==> src/rtl/mem_arbiter_pkg.sv <==
// Purpose: shared types and constants for the fetch/data memory arbiter.
// Latency: none (declarations and a pure combinational helper only).
// Backpressure: n/a.
// Contents: FSM state encoding, port-select constants, latched request
// record, and the round-robin pick helper.
package mem_arbiter_pkg;

    typedef enum logic [1:0] {
        IDLE  = 2'd0,
        ISSUE = 2'd1,
        WAIT  = 2'd2
    } arb_state_t;

    localparam logic PORT_F = 1'b0;
    localparam logic PORT_D = 1'b1;

    typedef struct packed {
        logic        rw;
        logic [31:0] addr;
        logic [31:0] dtw;
    } mem_req_t;

    // Round-robin pick between the two ports. On a tie the port that was
    // not served last wins; otherwise whichever port is requesting.
    function automatic logic pick_port(input logic f_req,
                                       input logic d_req,
                                       input logic last);
        if (f_req && d_req) begin
            return ~last;
        end else if (d_req) begin
            return PORT_D;
        end
        return PORT_F;
    endfunction

endpackage

==> src/rtl/mem_arbiter_arb_req_latch.sv <==
// Purpose: per-port request holder (pending flag plus latched addr/rw/dtw).
// Latency: capture on the stb edge; the live inputs are also forwarded in that
// cycle so the arbiter can issue without waiting for the latch.
// Backpressure: stb is ignored while a request is pending or in flight.
//
// Ports:
//   clk, reset            clock, async active-low reset
//   stb, rw, addr, dtw    incoming request from the port
//   done                  arbiter finished this port's request (clears pending)
//   req_vld               a request is pending or arriving this cycle
//   req_rw/addr/dtw       the request to issue (latched, or live if new)
module arb_req_latch
    import mem_arbiter_pkg::*;
(
    input  logic        clk,
    input  logic        reset,
    input  logic        stb,
    input  logic        rw,
    input  logic [31:0] addr,
    input  logic [31:0] dtw,
    input  logic        done,
    output logic        req_vld,
    output logic        req_rw,
    output logic [31:0] req_addr,
    output logic [31:0] req_dtw
);

    logic     pend;
    mem_req_t held;
    mem_req_t live;

    assign live = '{rw: rw, addr: addr, dtw: dtw};

    // done can only arrive while pend is set, and capture needs pend clear,
    // so the two never compete for the same edge.
    always_ff @(posedge clk or negedge reset) begin
        if (!reset) begin
            pend <= 1'b0;
            held <= '0;
        end else begin
            if (done) begin
                pend <= 1'b0;
            end else if (stb && !pend) begin
                pend <= 1'b1;
                held <= live;
            end
        end
    end

    // A fresh stb is visible immediately so the arbiter can grant it on the
    // same edge that latches it.
    assign req_vld  = pend | stb;
    assign req_rw   = pend ? held.rw   : live.rw;
    assign req_addr = pend ? held.addr : live.addr;
    assign req_dtw  = pend ? held.dtw  : live.dtw;

endmodule

==> src/rtl/mem_arbiter.sv <==
// Purpose: round-robin arbiter merging a read-only fetch port and a data port onto one SRAM port.
// Latency: stb edge -> m_stb next cycle; m_ack -> port ack next cycle (all outputs registered).
// Backpressure: one outstanding request per port (extra stb dropped); waits on m_ack, or aborts with err after TIMEOUT_CYC when MEM_ARB_TIMEOUT_EN is defined.
//
// Ports:
//   clk, reset                          clock, async active-low reset
//   f_stb, f_addr -> f_ack, f_dtr, f_err        fetch port (reads only)
//   d_stb, d_rw, d_addr, d_dtw -> d_ack, d_dtr, d_err   data port (d_rw=1 write)
//   m_stb, m_rw, m_addr, m_dtw <- m_ack, m_dtr  downstream SRAM controller
// Build option: MEM_ARB_TIMEOUT_EN enables the abort timer; without it the
// err outputs are tied low and TIMEOUT_CYC has no effect.
module mem_arbiter
    import mem_arbiter_pkg::*;
#(
    parameter int TIMEOUT_CYC = 64
) (
    input  logic        clk,
    input  logic        reset,
    input  logic        f_stb,
    input  logic [31:0] f_addr,
    output logic        f_ack,
    output logic [31:0] f_dtr,
    output logic        f_err,
    input  logic        d_stb,
    input  logic        d_rw,
    input  logic [31:0] d_addr,
    input  logic [31:0] d_dtw,
    output logic        d_ack,
    output logic [31:0] d_dtr,
    output logic        d_err,
    output logic        m_stb,
    output logic        m_rw,
    output logic [31:0] m_addr,
    output logic [31:0] m_dtw,
    input  logic        m_ack,
    input  logic [31:0] m_dtr
);

    arb_state_t  state;
    arb_state_t  state_nxt;
    logic        grant;
    logic        last;

    logic        f_vld, f_req_rw;
    logic [31:0] f_req_addr, f_req_dtw;
    logic        d_vld, d_req_rw;
    logic [31:0] d_req_addr, d_req_dtw;

    logic        start;
    logic        sel;
    logic        m_ack_hit;
    logic        timeout_hit;
    logic        done;
    logic        f_done;
    logic        d_done;

    // Fetch never writes: rw and write data are tied low at its latch, so the
    // common mux below yields m_rw=0 / m_dtw=0 for fetch grants.
    arb_req_latch u_f_latch (
        .clk      (clk),
        .reset    (reset),
        .stb      (f_stb),
        .rw       (1'b0),
        .addr     (f_addr),
        .dtw      (32'h0),
        .done     (f_done),
        .req_vld  (f_vld),
        .req_rw   (f_req_rw),
        .req_addr (f_req_addr),
        .req_dtw  (f_req_dtw)
    );

    arb_req_latch u_d_latch (
        .clk      (clk),
        .reset    (reset),
        .stb      (d_stb),
        .rw       (d_rw),
        .addr     (d_addr),
        .dtw      (d_dtw),
        .done     (d_done),
        .req_vld  (d_vld),
        .req_rw   (d_req_rw),
        .req_addr (d_req_addr),
        .req_dtw  (d_req_dtw)
    );

    assign start     = (state == IDLE) && (f_vld || d_vld);
    assign sel       = pick_port(f_vld, d_vld, last);
    // m_ack only counts while a transaction is on the bus.
    assign m_ack_hit = ((state == ISSUE) || (state == WAIT)) && m_ack;
    assign done      = m_ack_hit || timeout_hit;
    assign f_done    = done && (grant == PORT_F);
    assign d_done    = done && (grant == PORT_D);

    always_comb begin
        state_nxt = state;
        case (state)
            IDLE:    if (f_vld || d_vld) state_nxt = ISSUE;
            ISSUE:   state_nxt = done ? IDLE : WAIT;
            WAIT:    if (done) state_nxt = IDLE;
            default: state_nxt = IDLE;
        endcase
    end

    always_ff @(posedge clk or negedge reset) begin
        if (!reset) begin
            state  <= IDLE;
            grant  <= PORT_F;
            last   <= PORT_F;
            m_stb  <= 1'b0;
            m_rw   <= 1'b0;
            m_addr <= '0;
            m_dtw  <= '0;
            f_ack  <= 1'b0;
            d_ack  <= 1'b0;
            f_dtr  <= '0;
            d_dtr  <= '0;
        end else begin
            state <= state_nxt;
            // m_stb is high only for the ISSUE cycle that follows a grant.
            m_stb <= start;
            f_ack <= f_done;
            d_ack <= d_done;
            // Bus fields load only at grant and hold through completion.
            if (start) begin
                grant  <= sel;
                last   <= sel;
                m_rw   <= (sel == PORT_D) ? d_req_rw   : f_req_rw;
                m_addr <= (sel == PORT_D) ? d_req_addr : f_req_addr;
                m_dtw  <= (sel == PORT_D) ? d_req_dtw  : f_req_dtw;
            end
            // A real m_ack beats a simultaneous timeout; an abort returns zero.
            if (f_done) f_dtr <= m_ack_hit ? m_dtr : '0;
            if (d_done) d_dtr <= m_ack_hit ? m_dtr : '0;
        end
    end

`ifdef MEM_ARB_TIMEOUT_EN
    localparam int CNT_W = $clog2(TIMEOUT_CYC + 1);

    logic [CNT_W-1:0] to_cnt;

    // Counts cycles spent in ISSUE/WAIT; zero during the ISSUE cycle.
    always_ff @(posedge clk or negedge reset) begin
        if (!reset) begin
            to_cnt <= '0;
        end else if (state == IDLE) begin
            to_cnt <= '0;
        end else begin
            to_cnt <= to_cnt + 1'b1;
        end
    end

    assign timeout_hit = (state != IDLE) && !m_ack &&
                         (to_cnt == CNT_W'(TIMEOUT_CYC - 1));

    always_ff @(posedge clk or negedge reset) begin
        if (!reset) begin
            f_err <= 1'b0;
            d_err <= 1'b0;
        end else begin
            f_err <= timeout_hit && (grant == PORT_F);
            d_err <= timeout_hit && (grant == PORT_D);
        end
    end
`else
    logic [31:0] unused_timeout_cyc;

    assign unused_timeout_cyc = 32'(TIMEOUT_CYC);
    assign timeout_hit        = 1'b0;
    assign f_err              = 1'b0;
    assign d_err              = 1'b0;
`endif

endmodule

==> config.mk <==
export PLATFORM = sky130hd
export DESIGN_NAME = mem_arbiter
export DESIGN_NICKNAME = d
export VERILOG_FILES = /design/src/rtl/mem_arbiter_pkg.sv /design/src/rtl/mem_arbiter_arb_req_latch.sv /design/src/rtl/mem_arbiter.sv
export SDC_FILE = /design/constraint.sdc
export NUM_CORES = 1
export LEC_CHECK = 0
export BUFFER_PORTS_ARGS = -buffer_cell sky130_fd_sc_hd__buf_2
export CAP_MARGIN = 25
export CORE_UTILIZATION = 55
export CTS_BUF_LIST = sky130_fd_sc_hd__clkbuf_4 sky130_fd_sc_hd__clkbuf_8
export DETAILED_ROUTE_END_ITERATION = 8
export HOLD_SLACK_MARGIN = 0.08
export PLACE_DENSITY = 0.83
export SLEW_MARGIN = 20
export SYNTH_ARGS = -nofsm -noshare
export SYNTH_HDL_FRONTEND = slang
export SYNTH_SLANG_ARGS = --single-unit
==> constraint.sdc <==
create_clock -name clk -period 2.45 [get_ports clk]
set_clock_uncertainty 0.2 [all_clocks]
set_input_delay 0.245 -clock clk [delete_from_list [all_inputs] [get_ports clk]]
set_output_delay 0.245 -clock clk [all_outputs]
set_load 0.05 [all_outputs]
After elaboration in Yosys (flattened, before gate mapping)
Cells that the tools add are included.

word-level totals
  output and inout bits = 134
  word-level logic and storage cells = 63
  bits of input ports = 134
  register bits after elaboration = 234

cells by class
  bitwise logic cells = 5
  mux-type cells = 21
  reductions and logical operators = 17
  equal/unequal tests = 4

operator list
  cell                  count
  $mux W32              6
  $mux W1               11
  $logic_and A1 B1 Y1   7
  $mux W2               3
  $pmux W2 S3           1
  $reduce_and A2 Y1     3
  $reduce_bool A2 Y1    2
  $not A1 Y1            3
  $eq A2 B1 Y1 const B  1
  $eq A2 B2 Y1 const B  1
  $logic_not A1 Y1      2
  $logic_not A2 Y1      1
  $logic_or A1 B1 Y1    2
  $ne A2 B1 Y1 const B  1
  $ne A2 B2 Y1 const B  1
  $or A1 B1 Y1          2

Longest topological paths before layout
Gate-level depths: netlist of run 1.

  depth in word-level cells = 6
  depth in mapped cells = 7
  depth with buffers taken out = 5

Cells and area by module
A second synthesis of run 1 with hierarchy kept.

second synthesis, totals
  cells, all modules = 945
  area total of the unflattened synthesis = 12190.4 um^2

by module, submodules not included
  module         area each (um^2)  cells an instance  sequential area each (um^2)  instances
  arb_req_latch  3225.6            213                1651.6                       2
  mem_arbiter    5739.3            519                3378.2                       1

Least setup slack after synthesis of run 1
No wires, ideal clock.

  path kind = register -> register
  start point = register state[0]
  end point = register u_d_latch.held[0] (netlist bit)
  library setup time = 0.125 ns
  arrival time = 1.754 ns
  required time = 2.125 ns
  cell stages (with the launch flop) = 8
  path buffers = 2
  path slack = 0.371 ns
  path through = dfrtp_1 inv_1 ha_1 nand3_1 nand3b_1 buf_2 buf_2 mux2_2

on the way
  word-level cells in the longest chain between the ends = 6
  elaborated cells on any way between the ends = 7
  classes of those cells = eq/ne: 2; bitwise: 1; reduce/logical: 4

ends and longest elaborated chain
  item                                                 line                             text
  start, declared                                      mem_arbiter.sv:39                arb_state_t state;
  start signal, assigned                               mem_arbiter.sv:119               state <= state_nxt;
  $eq A2 B1 Y1 / $eq A2 B2 Y1 (equally long branches)  mem_arbiter.sv:90                assign m_ack_hit = ((state == ISSUE) || (state == WAIT)) && m_ack;
  $logic_or A1 B1 Y1 *                                 mem_arbiter.sv:90
  $logic_and A1 B1 Y1 *                                mem_arbiter.sv:90
  $logic_and A1 B1 Y1 *                                mem_arbiter.sv:93                assign d_done = done && (grant == PORT_D);
  $not A1 Y1 (no line) *                               n/a
  $reduce_and A2 Y1 (no line) *                        n/a
  end signal, assigned                                 mem_arbiter_arb_req_latch.sv:45  held <= live;
  end, declared                                        mem_arbiter_arb_req_latch.sv:29  mem_req_t held;

Mark *: on every way between the ends. The rest lies on a longest branch, timed or not.
A chain may end at the register's enable or synchronous reset.

Final worst setup path of run 1
  start point = register state[0]
  end point = register u_f_latch.held[36] (netlist bit)

on the way
  word-level cells in the longest chain between the ends = 6
  elaborated cells on any way between the ends = 7
  classes of those cells = eq/ne: 2; bitwise: 1; reduce/logical: 4

ends and longest elaborated chain
  item                                                 line                             text
  $eq A2 B1 Y1 / $eq A2 B2 Y1 (equally long branches)  mem_arbiter.sv:90
  $logic_or A1 B1 Y1 *                                 mem_arbiter.sv:90
  $logic_and A1 B1 Y1 *                                mem_arbiter.sv:90
  $logic_and A1 B1 Y1 *                                mem_arbiter.sv:92                assign f_done = done && (grant == PORT_F);
  $not A1 Y1 (no line) *                               n/a
  $reduce_and A2 Y1 (no line) *                        n/a
  end signal, assigned                                 mem_arbiter_arb_req_latch.sv:45
  end, declared                                        mem_arbiter_arb_req_latch.sv:29

Marks and branches as above.

==> impl_metrics.yaml, run 1 <==
die:
  core_mm2: 0.0180
  pin_count: 268
  dieArea_mm2: 0.0189
  die_x_um: 138
  dieHeight_um: 138
  floorplan.initialDensity_pct: 56.2
  rows: 49
global_routing:
  grt_max_degree: 72
  overflow: 0
  grt_pass1_vias: 8371
  initial_antenna_violation_count: 0
  grt_pass1_wl_um: 43800
  grt_use_total_pct: 30.3
critical_path:
  cp.arrival_ns: 2.34
  critPathLaunchType: "register"
  largest_fanout_on_the_critical_path: 8
  r2r_end: "u_f_latch.held[36]$_DFFE_PN0P_"
  r2r_startpoint: "state[0]$_DFFE_PN0P_"
  worstRegToRegCells: 6
  endpoint_kind: "register"
  setup_slack_on_the_worst_flop_to_flop_path_ns: 0.32
  worst-endpoint-required_ns: 2.66
  worst-setup-path-type: "reg -> reg"
logic_synthesis:
  ys.flop_type: "sky130_fd_sc_hd__dfrtp_1"
  yosys.area.top_type: "sky130_fd_sc_hd__dfrtp_1"
  post_synth_num_cell_types: 27
  synth-seq-cells: 234
  post_synth_inst_count: 780
  syn_avg_cell_area_um2: 12.9
  async_reset_ff_share_pct: 100
  total_number_of_yosys_warnings: 0
  synth_largest_type_area_fraction_pct: 58.0
  syn_area_mm2: 0.0101
  yosysSeqAreaShare_pct: 58.0
  synth_top_cells_by_area: "sky130_fd_sc_hd__dfrtp_1, sky130_fd_sc_hd__mux2_2, sky130_fd_sc_hd__nor2b_1, sky130_fd_sc_hd__mux2i_1, sky130_fd_sc_hd__a2111oi_0"
  edff_count_synth: 0
power:
  share_seq_of_total_power_pct: 33.2
  power.clock.fraction_pct: 17.5
  power.ir.vdd_worst_mv: 1.30
  power_density_mw_per_mm2: 1490
  internal_power_mw: 11.3
  netSwitchingFraction_pct: 45.5
  combPwrFrac_pct: 49.3
  leakage_nw: 6.62
  p_switching_mw: 9.48
final_layout:
  fillers: 1080
  drive_above_1_share_pct: 43.6
  nNetsFinal: 1321
  utilization_pct: 77.5
  area_growth_syn_to_layout_pct: 37.9
  layout.cells.non_filler: 1443
detailed_routing:
  route.detailed.vias_per_inst: 5.57
  detail_route.wl_per_cell_um: 19.3
  drc: 0
  route.final.wire_length_um: 27900
  detailedRoute.firstPassIterationCount: 5
  drt.antenna.violating_nets: 0
  route.vias.total: 8040
  drt_iter0_drc: 427
cts:
  cts.clk_slew.worst_paths_ns: 0.06
  cts_post_setup_buffers_inserted: 0
  tritoncts_num_sinks: 234
  clock_tree.htree_level_count: 2
  insertion_delay_ns: 0.53
  clock_tree_from_tritoncts: "yes"
  cts_buffers: 40
  clock_tree.root_cell: "sky130_fd_sc_hd__clkbuf_8"
  max-clock-path-buffers: 3
job:
  timing.max_cap.violations: 0
outcome:
  run_status: "finished, final reports clean"
sta:
  period_share_pct: 86.8
  tightestPinTransition_ns: 0.656
  post-route-min-period_ns: 2.13
  slew-limit-headroom_pct: 55.2
  drv_slew: 0
  fin_ws_ns: 0.322
  max_freq_mhz: 470
  final_hold_viol_count: 0
  report.final.setup_viol: 0
  rsz0062_at_grt: "no"
  fin_tns_setup_ns: 0
hold_path:
  min-delay-path-class: "reg -> reg"
  holdPathEnd: "m_addr[21]$_DFFE_PN0P_"
  worst_hold_path.num_cells: 2
  hp-start: "m_addr[21]$_DFFE_PN0P_"
placed_design:
  dp_cells: 1237
  dp.final_hpwl_um: 16600
  port_buffers: 265
  finalWeightedCongestion: 0.791
  place_worst_setup_slack_ns: 0.331
[cells in the mapped netlist (5+ instances only)]
| master | count |
|---|---|
| sky130_fd_sc_hd__a2111oi_0 | 32 |
| sky130_fd_sc_hd__a221oi_1 | 32 |
| sky130_fd_sc_hd__buf_2 | 18 |
| sky130_fd_sc_hd__buf_4 | 5 |
| sky130_fd_sc_hd__clkbuf_1 | 40 |
| sky130_fd_sc_hd__dfrtp_1 | 234 |
| sky130_fd_sc_hd__inv_1 | 5 |
| sky130_fd_sc_hd__mux2_2 | 161 |
| sky130_fd_sc_hd__mux2i_1 | 34 |
| sky130_fd_sc_hd__nand2_1 | 67 |
| sky130_fd_sc_hd__nor2b_1 | 62 |
| sky130_fd_sc_hd__o21ai_0 | 29 |
| sky130_fd_sc_hd__o21ai_1 | 6 |
| sky130_fd_sc_hd__o31ai_1 | 32 |
[logic make-up (layout without fill, tap and decap cells)]
group | after synthesis | after routing | synth area share, %
buf+inv | 68 | 500 | 2.94
fa+ha+maj | 3 | 3 | 0.372
other cells | 1 | 3 | 0.0371
simple gates | 143 | 143 | 7.14
flops | 234 | 234 | 58.0
compound gates | 136 | 136 | 10.2
mux | 195 | 195 | 21.3
[critical path, cell delays in order, from the launching register on]
cell	delay, ns
sky130_fd_sc_hd__dfrtp_1	0.34
sky130_fd_sc_hd__inv_1	0.07
sky130_fd_sc_hd__ha_1	0.33
sky130_fd_sc_hd__nand3b_1	0.11
sky130_fd_sc_hd__nand3b_1	0.33
sky130_fd_sc_hd__buf_4	0.26
sky130_fd_sc_hd__mux2_2	0.35
[metrics by stage]
step / instance area, um^2 / power (mW) / hold slack [ns]
after CTS: 13900 / 20.6 / 0.266
after floorplan: 10100 / 14.2 / -0.251
after global routing: 13900 / 21.9 / 0.276
final: 13900 / 20.8 / 0.269
after global placement: 11700 / 16.5 / 0.0229
after detailed placement: 11700 / 16.8 / 0.0214
[routing by layer]
metal / vias to the layer above / wire [um] / global-route usage (%) / share of wire, %
li1: 3646 / - / - / -
met1: 3999 / 11200 / 38.4 / 40
met2: 322 / 13900 / 49.9 / 50
met3: 73 / 1770 / 7.36 / 6.4
met4: 0 / 959 / 12.4 / 3.4
met5: - / 0 / 0 / 0
[layout by cell type, fill, tap and decap left out, types with 3 or more instances in the layout]
cell	count
sky130_fd_sc_hd__a2111oi_0	32
sky130_fd_sc_hd__a221oi_1	32
sky130_fd_sc_hd__buf_12	7
sky130_fd_sc_hd__buf_2	264
sky130_fd_sc_hd__buf_4	18
sky130_fd_sc_hd__clkbuf_4	19
sky130_fd_sc_hd__clkbuf_8	49
sky130_fd_sc_hd__dfrtp_1	232
sky130_fd_sc_hd__dlygate4sd3_1	134
sky130_fd_sc_hd__ha_1	3
sky130_fd_sc_hd__inv_1	5
sky130_fd_sc_hd__mux2_2	161
sky130_fd_sc_hd__mux2i_1	34
sky130_fd_sc_hd__nand2_1	67
sky130_fd_sc_hd__nand3b_1	3
sky130_fd_sc_hd__nor2_1	3
sky130_fd_sc_hd__nor2b_1	62
sky130_fd_sc_hd__o21ai_0	29
sky130_fd_sc_hd__o21ai_1	5
sky130_fd_sc_hd__o31ai_1	32
[registers in the layout, indices dropped and copies added (netlist names)]
| signal | flops |
|---|---|
| m_rw | 1 |
| f_dtr | 32 |
| u_d_latch.pend | 1 |
| u_f_latch.pend | 1 |
| u_d_latch.held | 65 |
| d_ack | 1 |
| state | 2 |
| d_dtr | 32 |
| m_addr | 32 |
| u_f_latch.held | 32 |
| m_stb | 1 |
| last | 1 |
| m_dtw | 32 |
| f_ack | 1 |
[worst max path at each step]
stage	from	to	slack [ns]	depth (start not counted)
3_3_place_gp	state[0]$_DFFE_PN0P_	u_f_latch.held[35]$_DFFE_PN0P_	0.40	6
4_1_cts	state[1]$_DFFE_PN0P_	u_f_latch.held[36]$_DFFE_PN0P_	0.32	6
6_report	state[0]$_DFFE_PN0P_	u_f_latch.held[36]$_DFFE_PN0P_	0.32	6
5_1_grt	state[1]$_DFFE_PN0P_	u_f_latch.held[63]$_DFFE_PN0P_	0.19	6
3_5_place_dp	u_f_latch.pend$_DFFE_PN0P_	m_addr[9]$_DFFE_PN0P_	0.33	4
2_1_floorplan	state[0]$_DFFE_PN0P_	u_d_latch.held[0]$_DFFE_PN0P_	0.37	7
[cell type report]
| type | count | area [um^2] | area share, % |
|---|---|---|---|
| clock buffer | 68 | 817 | 5.87 |
| clock inverter | 3 | 20.0 | 0.144 |
| tap | 229 | 287 | 2.06 |
| antenna | 1 | 2.50 | 0.0180 |
| multi-input combinational | 479 | 3970 | 28.5 |
| sequential | 234 | 5860 | 42.1 |
| inverter | 5 | 18.8 | 0.135 |
| timing repair buffer | 424 | 2950 | 21.2 |
[power groups by stage]
stage          Clock [mW]  Combinational (mW)  Sequential (mW)
6_report             3.65                10.3             6.90
5_1_grt              3.89                10.9             7.09
4_1_cts              3.68                10.2             6.79
3_5_place_dp            0                9.97             6.83
3_3_place_gp            0                9.75             6.72
2_1_floorplan           0                4.04             10.2
[what timing repair did]
item                                   CTS  global route
hold buffers                           134             0
endpoints found under the hold margin  465             0
gates resized for setup                  0             0
Power figures use the tool's default switching activity.
==> inputs of run 2 (changes only) <==
--- a/config.mk
+++ b/config.mk
@@ -12,6 +12,7 @@
 export DETAILED_ROUTE_END_ITERATION = 8
 export HOLD_SLACK_MARGIN = 0.08
 export PLACE_DENSITY = 0.83
+export RECOVER_POWER = 25
 export SLEW_MARGIN = 20
 export SYNTH_ARGS = -nofsm -noshare
 export SYNTH_HDL_FRONTEND = slang
==> run 2 against run 1 <==
  * Critical path depth did not move
  * Die area did not move
  * Critical endpoint unchanged
  * Global-route usage did not move
==> impl_metrics.yaml, run 2 (synthesis results as in run 1) <==
outcome:
  run_status: "finished, final reports clean"
detailed_routing:
  detailedRoute.firstPassIterationCount: 5
  drt_iter0_drc: 464
  route.final.wire_length_um: 28000
  drt.antenna.violating_nets: 0
  detail_route.wl_per_cell_um: 19.4
  route.vias.total: 8056
  drc: 0
  route.detailed.vias_per_inst: 5.58
critical_path:
  critPathLaunchType: "register"
  cpPeakStageDelay_ns: 0.35
  endpoint_kind: "register"
  critPathMostFrequentCell: "sky130_fd_sc_hd__nand3b_1"
  cp-startpoint: "state[0]$_DFFE_PN0P_"
  worst-setup-path-type: "reg -> reg"
  worst-endpoint-required_ns: 2.66
  largest_fanout_on_the_critical_path: 8
  critical-path-slowest-cell: "sky130_fd_sc_hd__mux2_2"
  setup_slack_on_the_worst_flop_to_flop_path_ns: 0.31
  worstRegToRegCells: 6
  r2r_end: "u_f_latch.held[36]$_DFFE_PN0P_"
  list_of_cells_traversed_by_the_critical_path: "inv_1 -> ha_1 -> nand3b_1 -> nand3b_1 -> buf_4 -> mux2_2"
  cp.arrival_ns: 2.35
  r2r_startpoint: "state[0]$_DFFE_PN0P_"
final_layout:
  registers.top_by_ff_count: "u_d_latch.held"
  area_growth_syn_to_layout_pct: 36.7
  fillers: 1141
  mostFrequentLayoutCells: "sky130_fd_sc_hd__dfrtp_1, sky130_fd_sc_hd__buf_2, sky130_fd_sc_hd__mux2_2"
  drive_above_1_share_pct: 36.0
  nNetsFinal: 1321
  layout_commonest_cell: "sky130_fd_sc_hd__dfrtp_1"
  layout.cells.non_filler: 1443
  largest_register_ff_count: 65
die:
  rows: 49
  pin_count: 268
  floorplan.initialDensity_pct: 56.2
  dieArea_mm2: 0.0189
  core_mm2: 0.0180
  die_x_um: 138
  dieHeight_um: 138
sta:
  period_share_pct: 87.4
  fin_tns_setup_ns: 0
  drv_slew: 0
  fin_ws_ns: 0.309
  final_hold_viol_count: 0
  post-route-min-period_ns: 2.14
  max_freq_mhz: 467
  report.final.setup_viol: 0
  rsz0062_at_grt: "no"
  slew-limit-headroom_pct: 39.4
  tightestPinTransition_ns: 0.908
cts:
  cts_post_setup_buffers_inserted: 0
  insertion_delay_ns: 0.54
  cts.clk_slew.worst_paths_ns: 0.06
  clock_tree.root_cell: "sky130_fd_sc_hd__clkbuf_8"
  cts_buffers: 40
  clock_tree_from_tritoncts: "yes"
  clock_tree.htree_level_count: 2
  max-clock-path-buffers: 3
  tritoncts_num_sinks: 234
placed_design:
  place_worst_setup_slack_ns: 0.331
  dp_cells: 1237
  dp.final_hpwl_um: 16600
  finalWeightedCongestion: 0.791
  port_buffers: 265
global_routing:
  initial_antenna_violation_count: 0
  grt_use_total_pct: 30.3
  grt_pass1_vias: 8371
  grt_max_degree: 72
  grt_pass1_wl_um: 43800
  overflow: 0
job:
  timing.max_cap.violations: 0
power:
  leakage_nw: 6.32
  power_density_mw_per_mm2: 1490
  power.ir.vdd_worst_mv: 1.29
hold_path:
  hp-start: "m_addr[21]$_DFFE_PN0P_"
  worst_hold_path.num_cells: 2
  min-delay-path-class: "reg -> reg"
  holdPathEnd: "m_addr[21]$_DFFE_PN0P_"
==> run 2: cell types whose count changed in the layout (fill, tap and decap cells not counted) <==
cell | previous run | this run
sky130_fd_sc_hd__buf_2 | 264 | 172
sky130_fd_sc_hd__clkbuf_4 | 19 | 20
sky130_fd_sc_hd__clkbuf_1 | 0 | 92
sky130_fd_sc_hd__buf_8 | 1 | 0
==> run 2: critical path: cells and delay by family (launching register included) <==
kind	cells	cell delay [ns]
buf+inv	2	0.33
mux	1	0.35
flops	1	0.34
fa+ha+maj	1	0.33
simple gates	2	0.46
==> run 2: worst max-delay path by stage <==
stage	to	slack [ns]	cells after the start
2_1_floorplan	u_d_latch.held[0]$_DFFE_PN0P_	0.37	7
3_3_place_gp	u_f_latch.held[35]$_DFFE_PN0P_	0.40	6
3_5_place_dp	m_addr[9]$_DFFE_PN0P_	0.33	4
4_1_cts	u_f_latch.held[36]$_DFFE_PN0P_	0.32	6
5_1_grt	u_f_latch.held[63]$_DFFE_PN0P_	0.19	6
6_report	u_f_latch.held[36]$_DFFE_PN0P_	0.31	6
==> run 2: timing repair <==
item | 4_1_cts | 5_1_grt
endpoints found under the hold margin | 465 | 0
hold buffers | 134 | 0
gates resized for setup | 0 | 0
==> run 2: final cells by class <==
class / instances / area (um^2) / share of cell area (%)
antenna: 1 / 2.50 / 0.0181
clock buffer: 68 / 817 / 5.92
clock inverter: 3 / 20.0 / 0.145
inverter: 5 / 18.8 / 0.136
multi-input combinational: 479 / 3970 / 28.8
sequential: 234 / 5860 / 42.5
tap: 229 / 287 / 2.08
timing repair buffer: 424 / 2830 / 20.5
==> run 2: layer usage <==
layer	track usage [%]	share of wire [%]
met1	38.4	40
met2	49.9	50
met3	7.36	6.6
met4	12.4	3.5
met5	0	0
==> run 2: where the power goes <==
| group | internal, mW | switching (mW) | total [mW] | leakage, nW |
|---|---|---|---|---|
| Combinational | 3.23 | 6.83 | 10.1 | 3.05 |
| Clock | 2.09 | 1.56 | 3.64 | 0.444 |
| Sequential | 5.81 | 1.11 | 6.92 | 2.83 |
==> run 2: through the flow <==
| stage | area, um^2 | hold WS, ns | total power [mW] | util [%] |
|---|---|---|---|---|
| after global routing | 13800 | 0.276 | 21.7 | 76.8 |
| final | 13800 | 0.275 | 20.6 | 76.8 |
| after floorplan | 10100 | -0.251 | 14.2 | - |
| after CTS | 13900 | 0.266 | 20.6 | 77.5 |
| after detailed placement | 11700 | 0.0214 | 16.8 | 65.4 |
| after global placement | 11700 | 0.0229 | 16.5 | 65.4 |
